## config.mk

```make
export PLATFORM = sky130hd
export DESIGN_NAME = reg_dump_uart
export DESIGN_NICKNAME = d
export VERILOG_FILES = /design/src/rtl/reg_dump_uart.sv
export SDC_FILE = /design/constraint.sdc
export NUM_CORES = 1
export LEC_CHECK = 0
export BUFFER_PORTS_ARGS = -buffer_cell sky130_fd_sc_hd__buf_2
export CAP_MARGIN = 10
export CORE_MARGIN = 2
export CORE_UTILIZATION = 56
export DETAILED_ROUTE_END_ITERATION = 8
export PLACE_DENSITY_LB_ADDON = 0.3
export SLEW_MARGIN = 20
export SYNTH_ARGS = -nofsm -noshare
export SYNTH_HDL_FRONTEND = slang
export SYNTH_SLANG_ARGS = --single-unit
```

## constraint.sdc

```tcl
create_clock -name clk -period 5.45 [get_ports clk]
set_input_delay 0.2725 -clock clk [delete_from_list [all_inputs] [get_ports clk]]
set_output_delay 0.2725 -clock clk [all_outputs]
set_load 0.005 [all_outputs]
```

## src/rtl/reg_dump_uart.sv

```systemverilog
`default_nettype none
// ============================================================================
// Module   : reg_dump_uart
// Purpose  : Snapshots eight 16-bit registers on request and streams them out
//            as one 8N1 UART frame (0xA5 header, rg0 hi/lo .. rg7 hi/lo).
//            Optional trailing checksum byte: define REG_DUMP_CHECKSUM_EN.
// Revision : 1.0 - initial release
// ============================================================================
module reg_dump_uart #(
    parameter int CLKS_PER_BIT = 434
) (
    input  logic        clk,
    input  logic        reset,
    input  logic [15:0] rg0,
    input  logic [15:0] rg1,
    input  logic [15:0] rg2,
    input  logic [15:0] rg3,
    input  logic [15:0] rg4,
    input  logic [15:0] rg5,
    input  logic [15:0] rg6,
    input  logic [15:0] rg7,
    input  logic        start,
    output logic        tx,
    output logic        busy,
    output logic        done
);

`ifdef REG_DUMP_CHECKSUM_EN
    localparam int c_NUM_BYTES = 18;
`else
    localparam int c_NUM_BYTES = 17;
`endif
    localparam logic [4:0]  c_LAST_BYTE = 5'(c_NUM_BYTES - 1);
    localparam logic [15:0] c_BIT_LAST  = 16'(CLKS_PER_BIT - 1);
    localparam logic [7:0]  c_HEADER    = 8'hA5;

    typedef enum logic [1:0] {
        IDLE  = 2'd0,
        START = 2'd1,
        DATA  = 2'd2,
        STOP  = 2'd3
    } state_t;

    state_t         state_q, state_d;
    logic [15:0]    bit_cnt_q, bit_cnt_d;
    logic [2:0]     bit_idx_q, bit_idx_d;
    logic [4:0]     byte_idx_q, byte_idx_d;
    logic [127:0]   snap_q, snap_d;
    logic           tx_q, tx_d;
    logic           busy_q, busy_d;
    logic           done_q, done_d;

    logic           bit_end;
    logic [7:0]     data_bytes [16];
    logic [7:0]     tx_byte;

    assign bit_end = (bit_cnt_q == c_BIT_LAST);

    always_comb begin
        state_d    = state_q;
        bit_cnt_d  = bit_cnt_q;
        bit_idx_d  = bit_idx_q;
        byte_idx_d = byte_idx_q;
        snap_d     = snap_q;
        done_d     = 1'b0;
        case (state_q)
            IDLE: begin
                if (start) begin
                    snap_d     = {rg0, rg1, rg2, rg3, rg4, rg5, rg6, rg7};
                    state_d    = START;
                    bit_cnt_d  = '0;
                    bit_idx_d  = '0;
                    byte_idx_d = '0;
                end
            end
            START: begin
                if (bit_end) begin
                    bit_cnt_d = '0;
                    bit_idx_d = '0;
                    state_d   = DATA;
                end else begin
                    bit_cnt_d = bit_cnt_q + 16'd1;
                end
            end
            DATA: begin
                if (bit_end) begin
                    bit_cnt_d = '0;
                    bit_idx_d = bit_idx_q + 3'd1;
                    if (bit_idx_q == 3'd7) begin
                        state_d = STOP;
                    end
                end else begin
                    bit_cnt_d = bit_cnt_q + 16'd1;
                end
            end
            STOP: begin
                if (bit_end) begin
                    bit_cnt_d = '0;
                    if (byte_idx_q == c_LAST_BYTE) begin
                        byte_idx_d = '0;
                        done_d     = 1'b1;
                        state_d    = IDLE;
                    end else begin
                        byte_idx_d = byte_idx_q + 5'd1;
                        state_d    = START;
                    end
                end else begin
                    bit_cnt_d = bit_cnt_q + 16'd1;
                end
            end
            default: state_d = IDLE;
        endcase
    end

    // Byte 0 of the snapshot is rg0 high byte, byte 15 is rg7 low byte.
    always_comb begin
        for (int j = 0; j < 16; j++) begin
            data_bytes[j] = snap_q[8*(15-j) +: 8];
        end
    end

`ifdef REG_DUMP_CHECKSUM_EN
    logic [7:0] checksum;

    always_comb begin
        checksum = '0;
        for (int j = 0; j < 16; j++) begin
            checksum = checksum + data_bytes[j];
        end
    end
`endif

    // Output bit is derived from next-state values so tx/busy are registered
    // yet still change on the edge that moves the FSM.
    always_comb begin
        tx_byte = c_HEADER;
        if (byte_idx_d != 5'd0) begin
            tx_byte = data_bytes[4'(byte_idx_d - 5'd1)];
        end
`ifdef REG_DUMP_CHECKSUM_EN
        if (byte_idx_d == 5'd17) begin
            tx_byte = checksum;
        end
`endif
        case (state_d)
            START:   tx_d = 1'b0;
            DATA:    tx_d = tx_byte[bit_idx_d];
            default: tx_d = 1'b1;
        endcase
        busy_d = (state_d != IDLE);
    end

    always_ff @(posedge clk) begin
        if (reset) begin
            state_q    <= IDLE;
            bit_cnt_q  <= '0;
            bit_idx_q  <= '0;
            byte_idx_q <= '0;
            snap_q     <= '0;
            tx_q       <= 1'b1;
            busy_q     <= 1'b0;
            done_q     <= 1'b0;
        end else begin
            state_q    <= state_d;
            bit_cnt_q  <= bit_cnt_d;
            bit_idx_q  <= bit_idx_d;
            byte_idx_q <= byte_idx_d;
            snap_q     <= snap_d;
            tx_q       <= tx_d;
            busy_q     <= busy_d;
            done_q     <= done_d;
        end
    end

    assign tx   = tx_q;
    assign busy = busy_q;
    assign done = done_q;

endmodule
`default_nettype wire

```

==> impl_results.md <==
* Status: finished clean
* Routed vias at roughly 6300
* CTS tree: done
* Gr usage total at around a quarter
* Seq/Total Area, Yosys at a little over two fifths
* Clock root buffer: clkbuf_16
* Post-CTS setup buffers at 0
* Synthesized area at slightly above 7000 sq um
* Fill cells at ~1100
* Detail Placement HPWL at roughly 12000 um
* CP Data Arrival Time at between 4 and 5 ns
* Hold Path Cell Cnt at 3
* Share of the synthesized area in the top cell type at a little over two fifths
* Most frequent cell after synthesis: nand2_1
* Min-delay src: rg5[15]
* Met1 usage at 33.3%
* Worst R2R Path Depth at 13
* Logic pwr share at between 10% and 20%
* LEAKAGE at approximately 3.3 nW
* Worst clock skew at about 0.0059 ns
* Met3 Track Usage GR at 5.86%
* Worst slew pin tran at roughly 1.1 ns
* Net Sw Frac at a little over a quarter
* Initial Util at 57.6%
* Area Growth Syn to Fin at 18.1%
* Register area at roughly 3100 sq um
* Share of total power in sequential cells at 42.9%
* R2r setup slk at about 0.8 ns
* Internal power at 2.25 mW
* Final cell count without fillers at 1128
* Part of the power in the clock network at 42.3%
* Yosys warnings at 0
* Post-synth ARST share at 0%
* Port bufs at around 130
* Area of the core at about 13000 sq um
* EDFF count, synth at 0
* TNS Setup at 0 ns
* Resized Gates After CTS at 0
* Synth Area in Compound Gates at 12.8%
* Main combinational cell family by area after synthesis: simple AND/OR/NAND/NOR gates
* 1st-pass router iterations at 5
* Worst r2r src: bit_cnt_q[0]
* # diodes at 0
* Max Root-Sink Buffers at 2
* RSZ-0062 raised after global routing: false
* Initial antenna violation count at 0
* Die height at 118 um
* Endpoint, Worst Hold: data_bytes[47]
* WL per Instance at 15.9 um
* Final wirelength at between 15000 and 20000 um
* Slew margin rel. at about a quarter
* Share of cells above drive strength 1 at 21.8%
* Endpoints failing hold at 0
* Clock Latency Late Sink at 0.43 ns
* Crit path launch type: flop
* Synth Flop Type: dfxtp_1
* CP Max Fanout at 31
* Mux contribution to synthesized area at between 10% and 20%
* Sw Pwr at between 800 and 900 uW
* Cells after synthesis at between 800 and 900
* CTS clock-pin slew for the worst setup and hold paths at 0.06 ns
* FP Rows at 41
* Starting DRT DRC Count at between 300 and 400
* Final Util at between 60% and 70%
* Final GP Congestion at 0.879
* Chip width at about 120 um
* Met2 Use GR at 43.6%
* Commonest cells in the netlist: nand2_1 (279), dfxtp_1 (157), a21oi_1 (137), clkbuf_1 (42), nor2_1 (35)
* Max Slew Vio Count at 0
* Reg-to-Reg End: tx
* Inserted Clock Buffers at 17
* Syn_nets at roughly 1000
* Die footprint at ~14000 sq um
* Post-synthesis adder-cell area fraction at under 10%
* Top cells by area, synth: dfxtp_1 (43%), nand2_1 (14%), a21oi_1 (9.4%), mux4_2 (5.6%), mux4_1 (4.0%)
* Netlist cell types at 63
* Wire length of the first global-routing pass at slightly below 30000 um
* Htree depth at 4
* Drc violations at 0
* Worst EP required at 5.76 ns
* Setup-failing EPs final at 0
* Pwr Total at between 3 and 4 mW
* Pin count of the biggest net entering global routing at 101
* Placed insts at ~1100
* Min Hold Slack at between 0.07 and 0.08 ns
* Post-Synth XOR/XNOR Area at under 10%
* I/O pin count at 134
* Post-Synth Simple-Gate Area at between 20% and 30%
* Sink Count at roughly 160
* Max Clk Rate at between 200 and 250 MHz
* Crit Path Class: reg2reg
* Number of global-route vias before repair at approximately 6000
* Maximum vdd drop at ~240 uV
* Gr ovfl total at 0
* Post-synthesis register bit count at approximately 160
* Post-synth top area cell: dfxtp_1
* MaxCap Viol Count at 0
* GR peak layer: met2
* Post-route ant nets at 0
* Mean Syn Cell Area at between 8 and 9 sq um
* Final net count at 1090
* Hold crit path type: in2reg
* Post-layout min period at 4.63 ns
* Multi-input logic area at ~3800 sq um
* Via/cell ratio at 5.59
* Power density cells at around 360 nW/um^2
* CTS Hold Bufs at 0
* Worst setup EP type: flop
* Tcrit/Tclk final at between 80% and 90%
[power groups by stage]
| stage | sequential, mW | combinational, mW | clock (mW) |
|---|---|---|---|
| final | 1.31 | 0.453 | 1.29 |
| after global routing | 1.32 | 0.508 | 1.35 |
| after detailed placement | 1.33 | 0.446 | 0 |
| after global placement | 1.33 | 0.441 | 0 |
| after floorplan | 1.31 | 0.320 | 0 |
| after CTS | 1.31 | 0.451 | 1.30 |
[cells in the final DEF (no fill, tap or decap), drive strengths merged, types with 4 or more instances in the layout]
cell type	Yosys	routed
nor2	35	35
mux2i	23	23
mux4	29	29
dfxtp	157	157
clkbuf	42	20
nand4	9	9
buf	14	140
nand2	279	279
a22oi	4	4
a21oi	138	138
ha	14	14
xnor2	4	4
nor4	4	4
xor2	12	12
bufinv	0	5
nand3	10	10
and3	5	5
inv	8	9
a2111oi	4	4
o21ai	9	9
[layer usage]
metal / share of wire (%) / vias up
met4: 2.1 / 0
met2: 48 / 216
met3: 6.7 / 36
met1: 43 / 2966
li1: - / 3088
met5: 0 / -
[worst max path at each step]
| stage | from | end |
|---|---|---|
| after global routing | bit_cnt_q[0] | tx |
| after floorplan | bit_cnt_q[0] | tx |
| after global placement | bit_cnt_q[0] | tx |
| final | bit_cnt_q[0] | tx |
| after CTS | bit_cnt_q[0] | tx |
| after detailed placement | bit_cnt_q[0] | tx |
[flip-flops by register name, summed over array words and instances (netlist names)]
name        flops
tx              1
state_q         2
bit_cnt_q      16
byte_idx_q      5
bit_idx_q       3
done            1
busy            1
data_bytes    128
[stage by stage]
step / setup WS [ns] / instance area [sq um]
floorplan: 1.13 / 7260
global placement: 0.952 / 7940
detailed placement: 0.923 / 7940
CTS: 0.893 / 8580
global route: 0.621 / 8580
finish: 0.817 / 8580
[area by class of cell]
| type | instances | area share (%) |
|---|---|---|
| Sequential cell | 157 | 36.6 |
| Clock inverter | 10 | 2.19 |
| Multi-Input combinational cell | 621 | 44.6 |
| Inverter | 8 | 0.350 |
| Clock buffer | 20 | 5.32 |
| Tap cell | 172 | 2.51 |
| Timing Repair Buffer | 140 | 8.40 |
[logic make-up after synthesis]
family,count (synthesis)
AOI/OAI and AO/OA,168
buffers and inverters,64
DFF,157
xor gates and xnor gates,16
adders and majority gates,14
and+or+nand+nor,369
muxes,54
[worst max-delay path: stages (launching register included)]
cell       delay [ns]
dfxtp_1          0.42
ha_1             0.21
nor4b_1          0.32
nand4_2          0.19
or4_4            0.53
o21ai_4          0.08
buf_4            0.48
and4bb_4         0.29
xor2_2           0.60
and2b_4          0.27
a2111oi_0        0.52
a2111oi_0        0.17
nor4_1           0.35
o21bai_1         0.09
Power figures use the tool's default switching activity.
